--- config.mk ---
export PLATFORM = sky130hd
export DESIGN_NAME = cp0_exc_ctrl
export DESIGN_NICKNAME = d
export VERILOG_FILES = /design/src/rtl/cp0_pkg.sv /design/src/rtl/cp0_irq_sync.sv /design/src/rtl/cp0_exc_ctrl.sv
export SDC_FILE = /design/constraint.sdc
export NUM_CORES = 1
export LEC_CHECK = 0
export BUFFER_PORTS_ARGS = -buffer_cell sky130_fd_sc_hd__buf_2
export CAP_MARGIN = 20
export CORE_ASPECT_RATIO = 0.5
export CORE_MARGIN = 2
export CORE_UTILIZATION = 30
export CTS_CLUSTER_SIZE = 10
export DETAILED_ROUTE_END_ITERATION = 10
export GPL_TIMING_DRIVEN = 0
export HOLD_SLACK_MARGIN = 0.1
export MAX_ROUTING_LAYER = met4
export PLACE_DENSITY_LB_ADDON = 0.3
export SLEW_MARGIN = 0
export SYNTH_ARGS = -nofsm -noshare
export SYNTH_HDL_FRONTEND = slang
export SYNTH_SLANG_ARGS = --single-unit
--- constraint.sdc ---
create_clock -name clk -period 1.7 [get_ports clk]
set_input_delay 0.34 -clock clk [delete_from_list [all_inputs] [get_ports clk]]
set_output_delay 0.34 -clock clk [all_outputs]
set_load 0.1 [all_outputs]
--- src/rtl/cp0_pkg.sv ---
// Shared constants for the CP0 exception controller: register numbers,
// exception codes, Status/Cause field positions and the exception vector.
package cp0_pkg;

    localparam logic [4:0] CP0_REG_STATUS = 5'd12;
    localparam logic [4:0] CP0_REG_CAUSE  = 5'd13;
    localparam logic [4:0] CP0_REG_EPC    = 5'd14;
    localparam logic [4:0] CP0_REG_PRID   = 5'd15;

    localparam logic [4:0] EXC_INT = 5'd0;
    localparam logic [4:0] EXC_SYS = 5'd8;
    localparam logic [4:0] EXC_RI  = 5'd10;
    localparam logic [4:0] EXC_OV  = 5'd12;

    localparam int STATUS_IE_BIT  = 0;
    localparam int STATUS_EXL_BIT = 1;
    localparam int STATUS_IM_LSB  = 10;
    localparam int CAUSE_EXC_LSB  = 2;
    localparam int CAUSE_IP_LSB   = 10;

    localparam logic [31:0] EXC_VECTOR = 32'h0000_0800;

endpackage

--- src/rtl/cp0_irq_sync.sv ---
// Two-flop synchronizer for the asynchronous external interrupt levels.
// The second stage doubles as Cause.IP in the controller.
module cp0_irq_sync #(
    parameter int W = 6
) (
    input  logic         clk,
    input  logic         rst_n,
    input  logic [W-1:0] async_i,
    output logic [W-1:0] sync_o
);

    logic [W-1:0] meta_q;
    logic [W-1:0] sync_q;

    // Shift the raw levels through two stages to resolve metastability.
    always_ff @(posedge clk or negedge rst_n) begin
        if (!rst_n) begin
            meta_q <= '0;
            sync_q <= '0;
        end else begin
            meta_q <= async_i;
            sync_q <= meta_q;
        end
    end

    assign sync_o = sync_q;

endmodule

--- src/rtl/cp0_exc_ctrl.sv ---
// Coprocessor-0 exception controller: Status/Cause/EPC/PRId, exception
// priority, ERET and MTC0/MFC0 servicing for the single-cycle core.
module cp0_exc_ctrl
    import cp0_pkg::*;
#(
    parameter logic [31:0] PRID_VALUE = 32'h0001_8000,
    parameter int          IRQ_W      = 6
) (
    input  logic             clk,
    input  logic             rst,
    input  logic             instr_valid,
    input  logic [31:0]      pc,
    input  logic             is_mtc0,
    input  logic             is_mfc0,
    input  logic             is_eret,
    input  logic [4:0]       cp0_addr,
    input  logic [31:0]      wdata,
    input  logic             exc_illegal,
    input  logic             exc_syscall,
    input  logic             exc_overflow,
    input  logic [IRQ_W-1:0] irq,
    output logic             has_exp,
    output logic             eret_taken,
    output logic [31:0]      cp0_target_addr,
    output logic [31:0]      rdata
);

    logic             ie_q, ie_d;
    logic             exl_q, exl_d;
    logic [IRQ_W-1:0] im_q, im_d;
    logic [4:0]       exccode_q, exccode_d;
    logic [31:0]      epc_q, epc_d;
    logic [IRQ_W-1:0] ip;

    logic        req_valid;
    logic        int_pend;
    logic        mtc0_we;
    logic [4:0]  exc_code;
    logic [31:0] status_rd;
    logic [31:0] cause_rd;

    cp0_irq_sync #(.W(IRQ_W)) u_irq_sync (
        .clk     (clk),
        .rst_n   (rst),
        .async_i (irq),
        .sync_o  (ip)
    );

    // Requests are also masked by reset so every output is quiet while rst is low.
    assign req_valid  = instr_valid & rst;
    assign int_pend   = (|(ip & im_q)) & ie_q & ~exl_q & req_valid;
    assign has_exp    = req_valid & (exc_illegal | exc_syscall | exc_overflow | int_pend);
    assign eret_taken = req_valid & is_eret & ~has_exp;
    assign mtc0_we    = req_valid & is_mtc0 & ~has_exp;
    assign cp0_target_addr = epc_q;

    // Fixed-priority source select: illegal > syscall > overflow > interrupt.
    always_comb begin
        exc_code = EXC_INT;
        if (exc_illegal)       exc_code = EXC_RI;
        else if (exc_syscall)  exc_code = EXC_SYS;
        else if (exc_overflow) exc_code = EXC_OV;
    end

    // Assemble register read views and the MFC0 mux (old values, no bypass).
    always_comb begin
        status_rd = '0;
        status_rd[STATUS_IE_BIT]                 = ie_q;
        status_rd[STATUS_EXL_BIT]                = exl_q;
        status_rd[STATUS_IM_LSB +: IRQ_W]        = im_q;
        cause_rd  = '0;
        cause_rd[CAUSE_EXC_LSB +: 5]             = exccode_q;
        cause_rd[CAUSE_IP_LSB +: IRQ_W]          = ip;
        rdata = '0;
        if (req_valid && is_mfc0) begin
            case (cp0_addr)
                CP0_REG_STATUS: rdata = status_rd;
                CP0_REG_CAUSE:  rdata = cause_rd;
                CP0_REG_EPC:    rdata = epc_q;
                CP0_REG_PRID:   rdata = PRID_VALUE;
                default:        rdata = '0;
            endcase
        end
    end

    // Next-state: MTC0 first, then ERET, then exception entry overrides both.
    always_comb begin
        ie_d      = ie_q;
        exl_d     = exl_q;
        im_d      = im_q;
        exccode_d = exccode_q;
        epc_d     = epc_q;
        if (mtc0_we) begin
            case (cp0_addr)
                CP0_REG_STATUS: begin
                    ie_d  = wdata[STATUS_IE_BIT];
                    exl_d = wdata[STATUS_EXL_BIT];
                    im_d  = wdata[STATUS_IM_LSB +: IRQ_W];
                end
                CP0_REG_CAUSE: exccode_d = wdata[CAUSE_EXC_LSB +: 5];
                CP0_REG_EPC:   epc_d     = wdata;
                default: ;
            endcase
        end
        if (eret_taken) exl_d = 1'b0;
        if (has_exp) begin
            exl_d     = 1'b1;
            exccode_d = exc_code;
            // A nested exception keeps the original return address.
            if (!exl_q) epc_d = pc;
        end
    end

    // CP0 register state; reset clears everything asynchronously.
    always_ff @(posedge clk or negedge rst) begin
        if (!rst) begin
            ie_q      <= 1'b0;
            exl_q     <= 1'b0;
            im_q      <= '0;
            exccode_q <= '0;
            epc_q     <= '0;
        end else begin
            ie_q      <= ie_d;
            exl_q     <= exl_d;
            im_q      <= im_d;
            exccode_q <= exccode_d;
            epc_q     <= epc_d;
        end
    end

endmodule

; ---- Word level (Yosys, flattened, before mapping)
; Index checks and enable logic that the tools add are counted.
[totals]
reg_bits = 57
inputBits = 84
output_inout_bits = 66
elab_cells = 51
[classes]
eq_ne = 4
reduce_logical = 9
bitwise_logic = 15
mux = 16
[ops]
columns = operator, n
row1 = $mux 32, 5
row2 = $pmux 32 s4, 1
row3 = $eq 5x4->1 const B, 4
row4 = $mux 5, 4
row5 = $and 1x1->1, 9
row6 = $mux 4, 2
row7 = $and 6x6->6, 1
row8 = $reduce_and 2->1, 3
row9 = $reduce_bool 3->1, 2
row10 = $reduce_or 6->1, 1
row11 = $mux 1, 4
row12 = $reduce_bool 2->1, 2
row13 = $or 1x1->1, 3
row14 = $not 1->1, 2
row15 = $logic_and 1x1->1, 1

; ---- Depth between registers and ports, before layout
[depth]
ltp_word = 12
ltp_mapped = 7
depth_no_buf = 4

; ---- Modules after synthesis
; Synthesis repeated with hierarchy kept, for this count alone.
[unflattened]
hier_cells = 337
hier_area_um2 = 3226.8
[by_module_without_submodules]
columns = mod, area_per_inst_um2, seq_area_each_um2, n_inst, cells_per_inst
row1 = cp0_exc_ctrl, 2926.6, 1126.1, 1, 325
row2 = cp0_irq_sync, 300.3, 300.3, 1, 12

; ---- Worst setup path before layout
; Ideal clock, no wire load.
[synth_path]
path_type = reg2out
startpoint = register im_q[2]
endpoint = output port eret_taken
path_buffers = 1
arrival_time_ps = 3155
path_stages_with_launch = 5
required_time_ps = 1360
slack_ps = -1795
path_cell_list = dfrtp_1 > a22oi_1 > a31oi_2 > clkbuf_1 > nor3_1
[synth_via]
elab_chain_len = 9
[synth_lines]
columns = element, line_no
row1 = "start, declared", cp0_exc_ctrl.sv:30  ; logic [IRQ_W-1:0] im_q, im_d;
row2 = "start signal, assigned", cp0_exc_ctrl.sv:125  ; im_q <= im_d;
row3 = $and 6x6->6, cp0_exc_ctrl.sv:51  ; assign int_pend = (|(ip & im_q)) & ie_q & ~exl_q & req_valid;
row4 = $reduce_or 6->1, cp0_exc_ctrl.sv:51
row5 = $and 1x1->1 (3 in series), cp0_exc_ctrl.sv:51
row6 = $or 1x1->1, cp0_exc_ctrl.sv:52  ; assign has_exp = req_valid & (exc_illegal | exc_syscall | exc_overflow | int_pend);
row7 = $and 1x1->1, cp0_exc_ctrl.sv:52
row8 = $not 1->1, cp0_exc_ctrl.sv:53  ; assign eret_taken = req_valid & is_eret & ~has_exp;
row9 = $and 1x1->1, cp0_exc_ctrl.sv:53
row10 = "end, declared", cp0_exc_ctrl.sv:23  ; output logic eret_taken,
; No other way between the ends.

; ---- Worst setup path in the final report
[layout_path]
startpoint = register exl_q
endpoint = output port rdata[1]
[layout_via]
elab_chain_len = 2
[layout_lines]
columns = element, line_no
row1 = "start, declared", cp0_exc_ctrl.sv:29  ; logic exl_q, exl_d;
row2 = "start signal, assigned", cp0_exc_ctrl.sv:124  ; exl_q <= exl_d;
row3 = $pmux 32 s4, cp0_exc_ctrl.sv:76  ; case (cp0_addr)
row4 = $mux 32, cp0_exc_ctrl.sv:75  ; if (req_valid && is_mfc0) begin
row5 = "end, declared", cp0_exc_ctrl.sv:25  ; output logic [31:0] rdata
; No other way between the ends.

==> run_results.csv <==
group,metric,value,unit
job,cap_violations,0,
clock_tree,cts_made_buffers,9,
worst_setup_path,r2r_slack,-290,ps
floorplanning,die-width,150.6,um
worst_setup_path,crit_path_end_kind,"output pin",
hold_path,hold_path_class,"in2reg",
clock_tree,cts.clk_slew.worst_paths,50,ps
pwr,p_comb_share,43.8,%
grt,overflow,0,
routing,wl_met2,6863,um
place,placedCellCount,628,
worst_setup_path,r2r_end,"cp0_target_addr[17]",
worst_setup_path,reg2reg_depth,9,
logic_synthesis,synth_nets,422,
logic_synthesis,syn_area_per_cell,9.532,um2
routing,drt.antenna.violating_nets,0,
clock_tree,insertion_delay,340,ps
logic_synthesis,synthAdderAreaFrac,0,%
routing,met1_length,6132,um
sta,period_share,123.1,%
worst_setup_path,cp_data_arrival_time,1750,ps
worst_setup_path,worst_path_largest_cell_delay,420,ps
sta,slew_headroom,31.33,%
grt,grt_pass1_vias,3837,
worst_setup_path,worstSetupPathType,"reg2out",
sta,finalSetupViolations,76,
logic_synthesis,ys.warnings.count,0,
worst_setup_path,crit_path_top_delay_cell,"clkbuf_2",
routing,dr.max_layer_used,"met4",
clock_tree,cts-root-buf,"clkbuf_16",
logic_synthesis,synthXorXnorAreaFrac,0,%
place,place_congestion,0.8690,
clock_tree,cts_tree,"built",
sta,tns,-17010,ps
sta,hold-worst-slack,107.6,ps
worst_setup_path,crit_chain,"clkbuf_2, mux2i_1, nor2_4, buf_12",
floorplanning,ios,150,
grt,antenna_found_initial,0,
logic_synthesis,syn_inst,338,
logic_synthesis,synth_edf_count,0,
logic_synthesis,synth_top_family_by_area,"compound AO/OA/AOI/OAI gates",
finish,nets,625,
logic_synthesis,ys_types,39,
routing,postRouteWirelength,14730,um
floorplanning,initial_utilization,31.24,%
place,hpwl,8599,um
pwr,clockPowerShare,28.7,%
hold_path,hold_start,"irq[3]",
logic_synthesis,synth_ff_type,"dfrtp_1",
pwr,p_per_area,1089,nW/um2
grt,grtUsageTotal,24.90,%
clock_tree,cts_buffer_depth,2,
sta,period_minus_slack,2093,ps
finish,regArea,1430,um2
finish,multi_input_area,2208,um2
finish,instances_no_fill,686,
finish,area_growth,96.39,%
floorplanning,num_rows,26,
sta,report.final.slew_viol_count,0,
pwr,intPower,0.003499,W
floorplanning,die_area,11630,um2
pwr,sequentialPowerShare,27.5,%
outcome,violations,"setup timing",
hold_path,whs_path_depth,1,
sta,clock_skew,11.30,ps
pwr,ir_drop,0.5521,mV
worst_setup_path,critPathMaxFanout,10,
routing,viasPerCell,5.765,
sta,worst_slew_pin_slew,1030,ps
sta,worst_slack,-392.7,ps
place,port_buffers,149,
worst_setup_path,critPathBufInv,2,
outcome,status,"finished, violations left",
sta,rsz0062_at_grt,"true",
pwr,p_switching,0.003391,W
worst_setup_path,path_delay_family,"buffers and inverters",
routing,num_vias,3955,
finish,mostFrequentLayoutCells,"115 x buf_2, 54 x dfrtp_1, 41 x buf_12, 34 x nand4_1, 33 x o21ai_0",
clock_tree,htree_levels,3,
sta,fmax,0.4779,GHz
sta,final-hold-violation-count,0,
routing,drtIter0Drc,390,
worst_setup_path,reg2reg_from,"im_q[3]",
finish,fillers,784,
routing,drt_drc_violations_left,0,
logic_synthesis,netlist_area,3222,um2
logic_synthesis,synth-simple-area-share,18.99,%
finish,antennaDiodeCount,0,
routing,wire_per_inst,21.48,um
finish,layout_commonest_cell,"buf_2",
logic_synthesis,yosysSeqAreaShare,44.27,%
hold_path,holdPathEnd,"u_irq_sync.meta_q[3]",
logic_synthesis,ys_seq_elements,57,
finish,drive_gt1_share,57.88,%
floorplanning,die-height,77.28,um
grt,grt_max_degree,20,
finish,final_area,6327,um2
routing,drt_pre_antenna_iters,5,
pwr,switching_share,49.22,%
logic_synthesis,synth_compound_area_share,25.71,%
worst_setup_path,setup.worst_path.start,"exl_q",
clock_tree,clkSinkCount,57,
logic_synthesis,synthMuxAreaShare,5.553,%
routing,dr_wl_met3,1256,um
floorplanning,coreArea,10310,um2
pwr,leakagePower,2.484,nW
logic_synthesis,async_flop_share,100.0,%
place,place_area,4373,um2
worst_setup_path,worstPathRequired,1360,ps
worst_setup_path,start_kind,"register",
grt,grt_pass1_wl,21310,um
## power groups by stage
stage | registers (W) | logic, W | clock network [W]
final | 0.00189 | 0.00302 | 0.00198
after global routing | 0.00192 | 0.00311 | 0.00205
after CTS | 0.00187 | 0.00294 | 0.00197
after detailed placement | 0.00188 | 0.00278 | 0
after global placement | 0.00188 | 0.00276 | 0
after floorplan | 0.00363 | 0.000434 | 0
## layout make-up
type                            instances  share of cell area [%]
Buffer                                 37                   4.390
Clock buffer                           13                   4.430
Clock inverter                          3                  0.7317
Inverter                                1                 0.05932
Multi-Input combinational cell        241                   34.90
Sequential cell                        57                   22.60
Tap cell                              140                   2.768
Timing Repair Buffer                  194                   30.12
## cells in the mapped netlist (all sizes together) (2+ instances only)
cell | number | area, um2
nand2 | 3 | 11.26
nand4 | 34 | 212.7
or3 | 3 | 18.77
mux2i | 10 | 100.1
nand2b | 2 | 20.02
and2 | 20 | 125.1
nor3 | 5 | 46.30
o32a | 2 | 20.02
and3 | 3 | 18.77
nand3b | 3 | 22.52
a22oi | 8 | 60.06
a21oi | 9 | 48.80
a31oi | 33 | 212.7
mux2 | 7 | 78.83
a2111oi | 32 | 280.3
nor2b | 3 | 18.77
nor4 | 2 | 12.51
buf | 18 | 92.59
clkbuf | 21 | 80.07
nor2 | 21 | 78.83
dfrtp | 57 | 1426
o21ai | 34 | 170.2
## cell families (layout without fill, tap and decap cells)
family,after synthesis,after routing
muxes,17,17
DFF,57,57
buffers and inverters,40,248
and+or+nand+nor,102,102
AOI/OAI and AO/OA,122,122
## layer usage
layer	global-route usage, %	vias to the layer above
li1	-	1752
met4	9.151	0
met3	7.738	42
met1	31.68	1940
met2	37.23	221
met5	-	-
## per-stage QoR
step | setup slack (ps) | total power, W | util [%]
floorplan | -510.9 | 0.004068 | -
global placement | -2183 | 0.004637 | 42.21
detailed placement | -1470 | 0.004663 | 42.40
CTS | -398.8 | 0.006775 | 58.09
global route | -455.2 | 0.007081 | 61.36
finish | -392.7 | 0.006890 | 61.36
## worst max path at each step
stage / depth (start not counted) / to / slack [ps]
detailed placement: 7 / rdata[1] / -1470
global route: 5 / eret_taken / -460
finish: 4 / rdata[1] / -390
floorplan: 4 / rdata[0] / -510
CTS: 9 / rdata[22] / -400
global placement: 6 / rdata[1] / -2180
## registers in the layout (all words and copies together) (netlist names)
signal,cells
cp0_target_addr,32
u_irq_sync.sync_o,6
exl_q,1
im_q,6
exccode_q,5
ie_q,1
u_irq_sync.meta_q,6
## what timing repair did
| item | CTS | global route |
|---|---|---|
| endpoints found under the setup margin | 79 | 76 |
| endpoints found under the hold margin | 38 | 0 |
| hold buffers | 3 | 0 |
| pin swaps | 40 | 47 |
| cloned | 6 | 3 |
| gates resized for setup | 247 | 49 |
| buffers inserted | 23 | 13 |
No activity file was read; power rests on OpenSTA's default activity.
